<file path="src/rtl/mc_ctrl_hs.sv">
// Multicycle MIPS main controller with memory ready/wait handshake, bounded-wait bus timeout and illegal-opcode trap.
// Optional feature macro: MC_CTRL_BNE_EN (adds BNE dispatch to BRANCH with an inverted zero test).
module mc_ctrl_hs #(
    parameter int TIMEOUT = 15,
    parameter int CNT_W   = (TIMEOUT < 1) ? 1 : $clog2(TIMEOUT + 1)
) (
    input  logic       clk,
    input  logic       rst,
    input  logic [5:0] opcode,
    input  logic       zero,
    input  logic       mem_ready,
    output logic       pc_en,
    output logic       pc_write,
    output logic       pc_write_cond,
    output logic       iord,
    output logic       ir_write,
    output logic       alu_src_a,
    output logic [1:0] alu_src_b,
    output logic [1:0] alu_op,
    output logic       mem_read,
    output logic       mem_write,
    output logic       mem_to_reg,
    output logic       reg_write,
    output logic [1:0] reg_dst,
    output logic [1:0] pc_src,
    output logic       instr_done,
    output logic       bus_error,
    output logic       illegal_op,
    output logic [4:0] state
);

    typedef enum logic [4:0] {
        FETCH  = 5'd0,  DECODE = 5'd1,  MEMADR = 5'd2,  MEMRD = 5'd3,
        MEMWB  = 5'd4,  MEMWR  = 5'd5,  EXEC   = 5'd6,  RWB   = 5'd7,
        BRANCH = 5'd8,  JUMP   = 5'd9,  JAL    = 5'd10, JR    = 5'd11,
        IEXEC  = 5'd12, IWB    = 5'd13, TRAP   = 5'd31
    } state_t;

    localparam logic [5:0] OP_RTYPE = 6'b000000;
    localparam logic [5:0] OP_LW    = 6'b100011;
    localparam logic [5:0] OP_SW    = 6'b101011;
    localparam logic [5:0] OP_BEQ   = 6'b000100;
    localparam logic [5:0] OP_J     = 6'b000010;
    localparam logic [5:0] OP_JAL   = 6'b000011;
    localparam logic [5:0] OP_JR    = 6'b000110;
    localparam logic [5:0] OP_ADDI  = 6'b001001;
    localparam logic [5:0] OP_SLTI  = 6'b001010;
`ifdef MC_CTRL_BNE_EN
    localparam logic [5:0] OP_BNE   = 6'b000101;
`endif

    localparam logic             TIMEOUT_EN = (TIMEOUT != 0);
    localparam logic [CNT_W-1:0] CNT_MAX    = {CNT_W{1'b1}};
    localparam logic [CNT_W-1:0] CNT_ONE    = CNT_W'(1);
    localparam logic [CNT_W-1:0] CNT_LAST   = (TIMEOUT == 0) ? {CNT_W{1'b0}} : CNT_W'(TIMEOUT - 1);

    state_t           state_r;
    state_t           next_state_s;
    logic [CNT_W-1:0] cnt_r;
    logic             mem_state_s;
    logic             wait_expire_s;
    logic             illegal_s;
    logic             take_s;
    logic             bus_error_r;
    logic             illegal_op_r;

    assign mem_state_s   = (state_r == FETCH) | (state_r == MEMRD) | (state_r == MEMWR);
    // mem_ready on the final allowed cycle still wins over the timeout
    assign wait_expire_s = TIMEOUT_EN & mem_state_s & ~mem_ready & (cnt_r == CNT_LAST);

`ifdef MC_CTRL_BNE_EN
    logic ne_r;
    logic set_ne_s;

    // Branch-sense flag: set when BNE is decoded, dropped in FETCH
    always_ff @(posedge clk) begin
        if (rst) begin
            ne_r <= 1'b0;
        end else if (state_r == FETCH) begin
            ne_r <= 1'b0;
        end else if (set_ne_s) begin
            ne_r <= 1'b1;
        end else begin
            ne_r <= ne_r;
        end
    end

    assign take_s = zero ^ ne_r;
`else
    assign take_s = zero;
`endif

    // State register
    always_ff @(posedge clk) begin
        if (rst) begin
            state_r <= FETCH;
        end else begin
            state_r <= next_state_s;
        end
    end

    // Wait counter and sticky error flags
    always_ff @(posedge clk) begin
        if (rst) begin
            cnt_r        <= {CNT_W{1'b0}};
            bus_error_r  <= 1'b0;
            illegal_op_r <= 1'b0;
        end else begin
            if (next_state_s != state_r) begin
                cnt_r <= {CNT_W{1'b0}};
            end else if (mem_state_s && !mem_ready && (cnt_r != CNT_MAX)) begin
                cnt_r <= cnt_r + CNT_ONE;
            end else begin
                cnt_r <= cnt_r;
            end
            bus_error_r  <= bus_error_r | wait_expire_s;
            illegal_op_r <= illegal_op_r | illegal_s;
        end
    end

    // Next-state and control outputs; everything is held at 0 while rst is high
    always_comb begin
        next_state_s  = state_r;
        illegal_s     = 1'b0;
        pc_write      = 1'b0;
        pc_write_cond = 1'b0;
        iord          = 1'b0;
        ir_write      = 1'b0;
        alu_src_a     = 1'b0;
        alu_src_b     = 2'b00;
        alu_op        = 2'b00;
        mem_read      = 1'b0;
        mem_write     = 1'b0;
        mem_to_reg    = 1'b0;
        reg_write     = 1'b0;
        reg_dst       = 2'b00;
        pc_src        = 2'b00;
        instr_done    = 1'b0;
`ifdef MC_CTRL_BNE_EN
        set_ne_s      = 1'b0;
`endif
        if (rst) begin
            next_state_s = FETCH;
        end else begin
            case (state_r)
                FETCH: begin
                    mem_read  = 1'b1;
                    alu_src_b = 2'b01;
                    if (mem_ready) begin
                        ir_write     = 1'b1;
                        pc_write     = 1'b1;
                        next_state_s = DECODE;
                    end else if (wait_expire_s) begin
                        next_state_s = TRAP;
                    end else begin
                        next_state_s = FETCH;
                    end
                end
                DECODE: begin
                    alu_src_b = 2'b11;
                    case (opcode)
                        OP_RTYPE:         next_state_s = EXEC;
                        OP_LW, OP_SW:     next_state_s = MEMADR;
                        OP_BEQ:           next_state_s = BRANCH;
                        OP_J:             next_state_s = JUMP;
                        OP_JAL:           next_state_s = JAL;
                        OP_JR:            next_state_s = JR;
                        OP_ADDI, OP_SLTI: next_state_s = IEXEC;
`ifdef MC_CTRL_BNE_EN
                        OP_BNE: begin
                            next_state_s = BRANCH;
                            set_ne_s     = 1'b1;
                        end
`endif
                        default: begin
                            next_state_s = TRAP;
                            illegal_s    = 1'b1;
                        end
                    endcase
                end
                MEMADR: begin
                    alu_src_a = 1'b1;
                    alu_src_b = 2'b10;
                    if (opcode == OP_SW) begin
                        next_state_s = MEMWR;
                    end else begin
                        next_state_s = MEMRD;
                    end
                end
                MEMRD: begin
                    iord     = 1'b1;
                    mem_read = 1'b1;
                    if (mem_ready) begin
                        next_state_s = MEMWB;
                    end else if (wait_expire_s) begin
                        next_state_s = TRAP;
                    end else begin
                        next_state_s = MEMRD;
                    end
                end
                MEMWB: begin
                    reg_write    = 1'b1;
                    mem_to_reg   = 1'b1;
                    instr_done   = 1'b1;
                    next_state_s = FETCH;
                end
                MEMWR: begin
                    iord      = 1'b1;
                    mem_write = 1'b1;
                    if (mem_ready) begin
                        instr_done   = 1'b1;
                        next_state_s = FETCH;
                    end else if (wait_expire_s) begin
                        next_state_s = TRAP;
                    end else begin
                        next_state_s = MEMWR;
                    end
                end
                EXEC: begin
                    alu_src_a    = 1'b1;
                    alu_op       = 2'b10;
                    next_state_s = RWB;
                end
                RWB: begin
                    reg_write    = 1'b1;
                    reg_dst      = 2'b01;
                    instr_done   = 1'b1;
                    next_state_s = FETCH;
                end
                IEXEC: begin
                    alu_src_a    = 1'b1;
                    alu_src_b    = 2'b10;
                    alu_op       = (opcode == OP_SLTI) ? 2'b11 : 2'b00;
                    next_state_s = IWB;
                end
                IWB: begin
                    reg_write    = 1'b1;
                    instr_done   = 1'b1;
                    next_state_s = FETCH;
                end
                BRANCH: begin
                    alu_src_a     = 1'b1;
                    alu_op        = 2'b01;
                    pc_write_cond = 1'b1;
                    pc_src        = 2'b10;
                    instr_done    = 1'b1;
                    next_state_s  = FETCH;
                end
                JUMP: begin
                    pc_write     = 1'b1;
                    pc_src       = 2'b01;
                    instr_done   = 1'b1;
                    next_state_s = FETCH;
                end
                JAL: begin
                    reg_write    = 1'b1;
                    reg_dst      = 2'b10;
                    pc_write     = 1'b1;
                    pc_src       = 2'b01;
                    instr_done   = 1'b1;
                    next_state_s = FETCH;
                end
                JR: begin
                    pc_write     = 1'b1;
                    pc_src       = 2'b11;
                    instr_done   = 1'b1;
                    next_state_s = FETCH;
                end
                TRAP:    next_state_s = TRAP;
                default: next_state_s = TRAP;
            endcase
        end
    end

    assign pc_en      = pc_write | (pc_write_cond & take_s);
    assign state      = rst ? 5'd0 : state_r;
    assign bus_error  = rst ? 1'b0 : bus_error_r;
    assign illegal_op = rst ? 1'b0 : illegal_op_r;

endmodule

</file>
<file path="config.mk">
export PLATFORM = sky130hd
export DESIGN_NAME = mc_ctrl_hs
export DESIGN_NICKNAME = d
export VERILOG_FILES = /design/src/rtl/mc_ctrl_hs.sv
export SDC_FILE = /design/constraint.sdc
export NUM_CORES = 1
export LEC_CHECK = 0
export CAP_MARGIN = 0
export CORE_ASPECT_RATIO = 1.5
export CORE_UTILIZATION = 30
export CTS_CLUSTER_SIZE = 12
export DETAILED_ROUTE_END_ITERATION = 12
export GPL_TIMING_DRIVEN = 0
export PLACE_DENSITY = 0.67
export RECOVER_POWER = 50
export SYNTH_ARGS = -nofsm -noshare
export SYNTH_HDL_FRONTEND = slang
export SYNTH_SLANG_ARGS = --single-unit
export TNS_END_PERCENT = 30
</file>
<file path="constraint.sdc">
create_clock -name clk -period 2.2 [get_ports clk]
set_clock_uncertainty 0.2 [all_clocks]
set_input_delay 0.33 -clock clk [delete_from_list [all_inputs] [get_ports clk]]
set_output_delay 0.33 -clock clk [all_outputs]
set_load 0.02 [all_outputs]
</file>
# Yosys cells after proc, flatten, opt, wreduce, memory -nomap -nowiden
# Index checks and enable logic that the tools add are counted.
[word_totals]
regBits = 11
inputBits = 10
output_inout_bits = 26
wordCells = 101
[op_classes]
n_addsub = 1
eq_ne = 24
mux = 46
n_bitwise = 9
reduce_logical = 17
[ops]
columns = ["cell", "count"]
rows = [
  ["$mux 5", 8],
  ["$pmux 5 s8", 1],
  ["$pmux 5 s7", 1],
  ["$eq 5x4->1 const B", 6],
  ["$mux 1", 24],
  ["$eq 5x3->1 const B", 4],
  ["$pmux 2 s3", 3],
  ["$reduce_or 2->1", 7],
  ["$eq 6x2->1 const B", 2],
  ["$eq 6x3->1 const B", 2],
  ["$eq 6x4->1 const B", 2],
  ["$eq 6x6->1 const B", 2],
  ["$eq 5x2->1 const B", 2],
  ["$mux 2", 5],
  ["$reduce_or 9->1", 1],
  ["$reduce_or 4->1", 2],
  ["$reduce_or 7->1", 1],
  ["$logic_not 6->1", 1],
  ["$eq 5x1->1 const B", 1],
  ["$logic_not 5->1", 1],
  ["$ne 5x5->1", 1],
  ["$or 1x1->1", 5],
  ["$add 4x1->4 const B", 1],
  ["$eq 4x4->1 const B", 1],
  ["other kinds (9)", 13],
]

# Longest topological paths before layout
# Gate-level depths: netlist of the first run.
[logic_depth]
ltp_word = 11
depth_mapped = 9
depth_no_buf = 8

# Least setup slack after synthesis of the first run
# OpenSTA, ideal clock, no wires.
[synth_path]
path_type = "reg-to-output"
start = "reg state_r[0]"
end = "out instr_done"
t_arrival_ps = 2051
required_time_ps = 1670
slack_ps = -381
stages_incl_launch_ff = 7
n_path_buf = 3
cell_sequence = "dfxtp_1 buf_4 buf_2 buf_1 nand2_1 a31oi_1 a2111oi_0"
[synth_between]
elab_chain_cells = 4
word_cells_on_any_way = 11
cone_classes = "eq/ne: 8; mux: 2; reduce/logical: 1"
[synth_lines]
columns = ["item", "line_no", "source"]
rows = [
  ["from (decl)", "57", "state_t state_r;"],
  ["from (signal assigned)", "98", "state_r <= next_state_s;"],
  ["$eq 5x4->1 or $eq 5x3->1 (tied branches)", "145", "case (state_r)"],
  ["$reduce_or 7->1 (no source line)", "--", ""],
  ["$pmux 1 s2 *", "145", ""],
  ["$mux 1 *", "142", "if (rst) begin"],
  ["to (decl)", "26", "output logic instr_done,"],
]
# Mark *: on every way between the ends. The rest lies on a longest branch, timed or not.

# Worst setup path in the final report of the first run
[layout_path]
start = "reg state_r[4]"
end = "reg cnt_r[1]"
[layout_between]
elab_chain_cells = 11
word_cells_on_any_way = 31
cone_classes = "eq/ne: 14; mux: 8; bitwise: 4; reduce/logical: 5"
[layout_lines]
columns = ["item", "line_no", "source"]
rows = [
  ["$eq 5x2->1 or $logic_not 5->1 (tied branches)", "67, 145", ""],
  ["$or 1x1->1 (2 in a row)", "67", "assign mem_state_s = (state_r == FETCH) | (state_r == MEMRD) | (state_r == MEMWR);"],
  ["$and 1x1->1 (2 in a row)", "69", "assign wait_expire_s = TIMEOUT_EN & mem_state_s & ~mem_ready & (cnt_r == CNT_LAST);"],
  ["$mux 5 (on tied branches)", "153, 195, 213", ""],
  ["$mux 5 (on tied branches)", "149, 193, 210", ""],
  ["$pmux 5 s8", "145", ""],
  ["$mux 5", "142", ""],
  ["$ne 5x5->1", "109", "if (next_state_s != state_r) begin"],
  ["$reduce_or 2->1 (no source line)", "--", ""],
  ["to (signal assigned)", "110", "cnt_r <= {CNT_W{1'b0}};"],
  ["to (signal assigned)", "112", "cnt_r <= cnt_r + CNT_ONE;"],
  ["to (signal assigned)", "114", "cnt_r <= cnt_r;"],
  ["to (decl)", "59", "logic [CNT_W-1:0] cnt_r;"],
]
# Parallel ways exist; a longest one is shown, timed or not.
# A chain may end at the register's enable or synchronous reset.

==> flow_metrics.py, run 1 <==
metrics = {
    "global_route": {
        "track_usage": 0.190,
        "grt-ovfl-total": 0,
        "grtUsageMet3": 0.0247,
        "grt_pass1_vias": 1595,
        "grt_max_degree": 11,
        "grt_pass1_wl_mm": 7.38,
        "grt_use_met1": 0.229,
        "met2_usage": 0.337,
        "top_usage_layer": "met2",
        "antenna_found_initial": 0,
    },
    "cells_and_area": {
        "finish.instance_area_um2": 2200,
        "area_growth_pct": 62.2,
        "diodes": 0,
        "utilization": 0.515,
        "drive_gt1_frac": 0.415,
        "final_nets": 259,
    },
    "synth": {
        "async_flop_share": 0,
        "ys_warn_count": 0,
        "synth_cell_types": 54,
        "seq_area_frac_synth": 0.162,
        "ys.flop_type": "dfxtp_1",
        "mappedNetlistArea_um2": 1360,
        "synth_seq_cells": 11,
        "synth_fp_nets": 204,
        "synthCells": 192,
        "syn_area_per_cell_um2": 7.08,
        "synth_edf_count": 0,
    },
    "clock_tree": {
        "clkSinkCount": 11,
        "cts_root_buf": "clkbuf_8",
        "clock_tree.buffer_depth": 2,
        "cts_tree": "done",
        "clock_latency_ps": 240,
        "clkTransAtPathRegs_ps": 50,
        "cts_buffers": 3,
        "htreeDepth": 1,
    },
    "setup_path": {
        "crit_fanout": 5,
        "crit_chain": "buf_6 > buf_4 > or2_1 > nor3_1 > and2_1 > mux2i_1 > nor4_2",
        "crit_required_ps": 2110,
        "cp_slowest_cell": "nor3_1",
        "max_stage_delay_ps": 460,
        "path_buf_inv": 2,
        "cp_top_family": "simple AND/OR/NAND/NOR gates",
        "critical_path_class": "flip-flop to flip-flop",
        "crit_arrival_ps": 2150,
        "end_kind": "flip-flop",
        "cp-start-kind": "flip-flop",
    },
    "status": {
        "status": "finished, violations left",
        "violations": "DRC, setup timing",
    },
    "flow_run": {
        "drv_cap": 0,
    },
    "timing": {
        "setup_viol": 6,
        "final_hold_viol_count": 0,
        "max_slew_margin": 0.634,
        "rsz0062_at_grt": "yes",
        "fin_hold_ws_ps": 266,
        "max_slew.worst_pin.slew_ps": 550,
        "drv_slew": 0,
        "fin_setup_tns_ps": -169,
        "fin_crit_ps": 2240,
        "min_period_over_period": 1.02,
        "timing.fmax_mhz": 447,
        "setup_ws_ps": -37.5,
    },
    "pwr": {
        "p_leak_nw": 0.925,
        "power.density_nw_per_um2": 1220,
        "p_sw_mw": 1.35,
        "internal_power_mw": 1.35,
        "p_sw_frac": 0.501,
        "seqPwrFrac": 0.124,
        "clkPwrFrac": 0.075,
        "peakVddDrop_mv": 0.746,
        "combPwrFrac": 0.801,
    },
    "drt": {
        "drc": 2,
        "dr.pass1.iters": 8,
        "dr_total_vias": 1739,
        "wl_per_cell_um": 17.0,
        "drt_wl_total_mm": 4.97,
        "drtIter0Drc": 106,
        "ant_nets": 0,
        "avgViaCountPerCell": 5.96,
    },
    "die": {
        "rows": 29,
        "fp.dieH_um": 84.4,
        "ios": 36,
        "core-area_um2": 4280,
        "dieArea_um2": 4810,
        "initial_core_util": 0.317,
        "dieWidth_um": 57.0,
    },
    "place": {
        "dp_hpwl_mm": 3.23,
        "io_buffers": 33,
        "finalWeightedCongestion": 0.913,
        "post_dp_cell_area_um2": 1750,
    },
    "hold_path": {
        "worstHoldPathType": "flip-flop to flip-flop",
    },
}
cell usage in the layout, fill, tap and decap left out, types with 4 or more instances in the layout:
master,synthesis,layout
mux2i_1,4,4
a211oi_1,7,4
clkdlybuf4s15_2,0,4
dlygate4sd2_1,0,10
buf_2,6,5
nor3_1,16,15
nor2b_1,11,9
buf_6,2,5
a21oi_1,10,10
clkbuf_2,0,7
nor2_1,20,17
nand2b_1,10,8
nand2_1,7,7
dfxtp_1,11,5
inv_1,7,5
nand3_1,7,6
clkbuf_8,0,4
buf_4,2,25
layout make-up:
cell class                 instances  area [um^2]
timing repair buffer              53          433
sequential                        11          235
clock inverter                     1         5.00
buffer                            15          164
tap                               46         57.6
fill                             392         2080
inverter                           7         30.0
multi-input combinational        156         1240
clock buffer                       3         41.3
metal layers:
metal	share of wire	wire length, um
met2	0.53	2610
met1	0.38	1910
met5	0	0
met4	0.031	155
met3	0.059	293
power by group through the flow:
stage	Clock, mW	Sequential [mW]	Combinational [mW]
after detailed placement	0	0.286	1.59
final	0.203	0.333	2.16
after global routing	0.223	0.338	2.29
after CTS	0.214	0.287	1.67
after floorplan	0	0.276	1.12
after global placement	0	0.284	1.59
state kept, by name (all words and copies together), names as in the netlist:
| signal | count |
|---|---|
| state_r | 5 |
| illegal_op_r | 1 |
| cnt_r | 4 |
| bus_error_r | 1 |
kinds of logic after synthesis:
kind of cell | after synthesis | synth area share
AND/OR/NAND/NOR | 99 | 0.413
buffers and inverters | 25 | 0.0912
flip-flops | 11 | 0.162
multiplexers | 4 | 0.0295
adder cells (fa/ha/maj) | 2 | 0.0184
AO/OA/AOI/OAI | 47 | 0.260
XOR/XNOR | 4 | 0.0258
worst min-delay path, cell delays in order, from the launching register on:
cell and delay (ps):
dfxtp_1 320, a21oi_1 40, nor2_1 70
worst paths after layout:
| check | startpoint | to | slack, ps | cells after the start |
|---|---|---|---|---|
| worst max-delay path | state_r[4]$_SDFF_PP0_ | cnt_r[1]$_SDFFE_PP0P_ | -40 | 7 |
| worst min-delay path | bus_error_r$_SDFF_PP0_ | bus_error_r$_SDFF_PP0_ | 270 | 2 |
| worst max register to register | state_r[4]$_SDFF_PP0_ | cnt_r[1]$_SDFFE_PP0P_ | -40 | 7 |
| worst min register to register | bus_error_r$_SDFF_PP0_ | bus_error_r$_SDFF_PP0_ | 270 | 2 |
synthesized netlist by cell type, types with 2 or more instances:
library cell | n | area (um^2)
nor2_1 | 20 | 75.1
nor3_1 | 16 | 80.1
dfxtp_1 | 11 | 220
nor2b_1 | 11 | 68.8
a21oi_1 | 10 | 50.1
nand2b_1 | 10 | 62.6
a211oi_1 | 7 | 52.6
inv_1 | 7 | 26.3
nand2_1 | 7 | 26.3
nand3_1 | 7 | 35.0
buf_2 | 6 | 30.0
nor4_1 | 6 | 37.5
a31oi_1 | 5 | 31.3
clkbuf_1 | 5 | 18.8
mux2i_1 | 4 | 40.0
o21ai_0 | 4 | 20.0
a21o_1 | 3 | 22.5
and2_1 | 3 | 18.8
buf_1 | 3 | 11.3
or3_1 | 3 | 18.8
a2111o_1 | 2 | 22.5
and3_1 | 2 | 12.5
buf_4 | 2 | 15.0
buf_6 | 2 | 22.5
ha_1 | 2 | 25.0
nor4b_1 | 2 | 17.5
nor4b_2 | 2 | 30.0
or2_1 | 2 | 12.5
xnor2_1 | 2 | 17.5
xor2_1 | 2 | 17.5
per-stage QoR:
stage / std cells / worst slack [ps] / total power, mW
after floorplan: 192 / -122 / 1.40
after global routing: 292 / -132 / 2.85
after global placement: 271 / -708 / 1.87
final: 292 / -37.5 / 2.69
after CTS: 275 / -109 / 2.18
after detailed placement: 271 / -683 / 1.88
timing repair:
action,in CTS,in global routing
setup buffers,1,18
gates resized for setup,112,66
setup endpoints to repair,33,23
hold buffers,0,0
gates cloned,0,1
pin swaps,12,11
No activity file was read; power rests on OpenSTA's default activity.
==> run 2, diff against run 1 <==
--- a/config.mk
+++ b/config.mk
@@ -11,6 +11,7 @@
 export CTS_CLUSTER_SIZE = 12
 export DETAILED_ROUTE_END_ITERATION = 12
 export GPL_TIMING_DRIVEN = 0
+export MAX_ROUTING_LAYER = met4
 export PLACE_DENSITY = 0.67
 export RECOVER_POWER = 50
 export SYNTH_ARGS = -nofsm -noshare
==> run 2 against run 1 <==
Against the previous run:
- the flow still finishes with violations (DRC, setup timing)
- register-to-register slack about the same
- setup slack worse by 4.1 ps
- total power barely moved
- wire length is 0.16% higher
- via count barely moved
==> flow_metrics.py, run 2 (synthesis gave the netlist of run 1 again) <==
metrics = {
    "status": {
        "status": "finished, violations left",
        "violations": "DRC, setup timing",
    },
    "setup_path": {
        "end_kind": "output port",
        "crit_chain": "clkinvlp_4 > mux2i_1 > a21oi_1 > nor3_1 > clkdlybuf4s15_1",
        "critical_path_class": "flip-flop to output port",
        "crit_fanout": 8,
        "rr_startpoint": "cnt_r[0]$_SDFFE_PP0P_",
        "cp_slowest_cell": "dfxtp_2",
        "crit_arrival_ps": 1710,
        "reg2reg_slack_ps": -40,
        "crit_required_ps": 1670,
        "cp_top_family": "buffers and inverters",
        "cp-start-kind": "flip-flop",
        "path_buf_inv": 2,
        "crit_path_start": "state_r[2]$_SDFF_PP0_",
        "max_stage_delay_ps": 440,
    },
    "clock_tree": {
        "clkTransAtPathRegs_ps": 50,
        "cts_tree": "done",
        "clock_tree.buffer_depth": 2,
        "cts_root_buf": "clkbuf_8",
        "clock_latency_ps": 240,
        "htreeDepth": 1,
        "cts_buffers": 3,
        "clkSinkCount": 11,
    },
    "timing": {
        "min_period_over_period": 1.02,
        "setup_viol": 6,
        "fin_crit_ps": 2240,
        "max_slew_margin": 0.635,
        "timing.fmax_mhz": 446,
        "fin_setup_tns_ps": -201,
        "max_slew.worst_pin.slew_ps": 548,
        "fin_hold_ws_ps": 265,
        "rsz0062_at_grt": "yes",
        "final_hold_viol_count": 0,
        "setup_ws_ps": -41.6,
        "drv_slew": 0,
    },
    "cells_and_area": {
        "largest_register": "state_r",
        "fin_cells": 292,
        "mostFrequentLayoutCells": "25 x buf_4, 17 x nor2_1, 15 x nor3_1, 10 x a21oi_1, 10 x dlygate4sd2_1",
        "final_common_cell": "buf_4",
        "largest_register_ffs": 5,
        "drive_gt1_frac": 0.411,
        "area_growth_pct": 62.2,
        "finish.instance_area_um2": 2200,
        "top_regs": "state_r x5, cnt_r x4",
        "utilization": 0.515,
        "diodes": 0,
        "final_nets": 259,
    },
    "die": {
        "initial_core_util": 0.317,
        "core-area_um2": 4280,
        "dieWidth_um": 57.0,
        "dieArea_um2": 4810,
        "fp.dieH_um": 84.4,
        "ios": 36,
        "rows": 29,
    },
    "place": {
        "io_buffers": 33,
        "post_dp_cell_area_um2": 1750,
        "dp_cells": 271,
        "pre_cts_slack_ps": -683,
        "dp_hpwl_mm": 3.23,
        "finalWeightedCongestion": 0.929,
    },
    "global_route": {
        "grt_pass1_wl_mm": 7.40,
        "grt_max_degree": 11,
        "antenna_found_initial": 0,
        "track_usage": 0.197,
        "grt_pass1_vias": 1591,
        "grt-ovfl-total": 0,
    },
    "drt": {
        "dr_total_vias": 1740,
        "dr.pass1.iters": 9,
        "drtIter0Drc": 111,
        "drt_wl_total_mm": 4.98,
        "drc": 2,
        "wl_per_cell_um": 17.1,
        "avgViaCountPerCell": 5.96,
        "ant_nets": 0,
    },
    "pwr": {
        "finalPower_mw": 2.69,
        "power.density_nw_per_um2": 1220,
        "p_leak_nw": 0.925,
        "peakVddDrop_mv": 0.746,
    },
    "flow_run": {
        "drv_cap": 0,
    },
    "hold_path": {
        "hold_start": "bus_error_r$_SDFF_PP0_",
        "worstHoldPathType": "flip-flop to flip-flop",
    },
}
-- run 2: metal layers --
| layer | track usage | share of wire | wire length, um | vias to the layer above |
|---|---|---|---|---|
| li1 | - | - | - | 820 |
| met1 | 0.231 | 0.37 | 1850 | 804 |
| met2 | 0.337 | 0.52 | 2580 | 99 |
| met3 | 0.0247 | 0.083 | 412 | 17 |
| met4 | 0.0710 | 0.028 | 141 | 0 |
| met5 | - | 0 | 0 | - |
-- run 2: final timing paths --
check,to,depth (start not counted)
setup reg to reg,cnt_r[3]$_SDFFE_PP0P_,9
hold reg to reg,bus_error_r$_SDFF_PP0_,2
hold / removal,bus_error_r$_SDFF_PP0_,2
setup / recovery,reg_write,5
-- run 2: worst reg2reg max path, stage by stage, from the launching register on --
cell,delay (ps)
dfxtp_4,340
inv_1,50
ha_2,170
and3_4,260
a211oi_4,50
buf_4,140
a21o_1,170
a2111oi_4,300
o211ai_2,210
nor4_1,240
-- run 2: final cells by class --
cell class              instances  area (um^2)
inverters                       7         30.0
fillers                       392         2080
multi-input cells             156         1240
clock inverters                 1         5.00
well taps                      46         57.6
repair buffers                 53          433
flip-flops and latches         11          235
plain buffers                  15          164
clock buffers                   3         41.3
-- run 2: report_power, final --
group	total, mW	internal (mW)	switching, mW
logic	2.16	0.961	1.20
clock network	0.204	0.125	0.0792
registers	0.331	0.259	0.0714
total	2.69	1.35	1.35
-- run 2: repair_timing --
| action | CTS | global route |
|---|---|---|
| hold endpoints to repair | 0 | 0 |
| hold buffers | 0 | 0 |
| pin swaps | 12 | 11 |
| endpoints found under the setup margin | 33 | 23 |
| cloned | 0 | 1 |
| setup buffers | 1 | 18 |
| gates resized for setup | 112 | 65 |
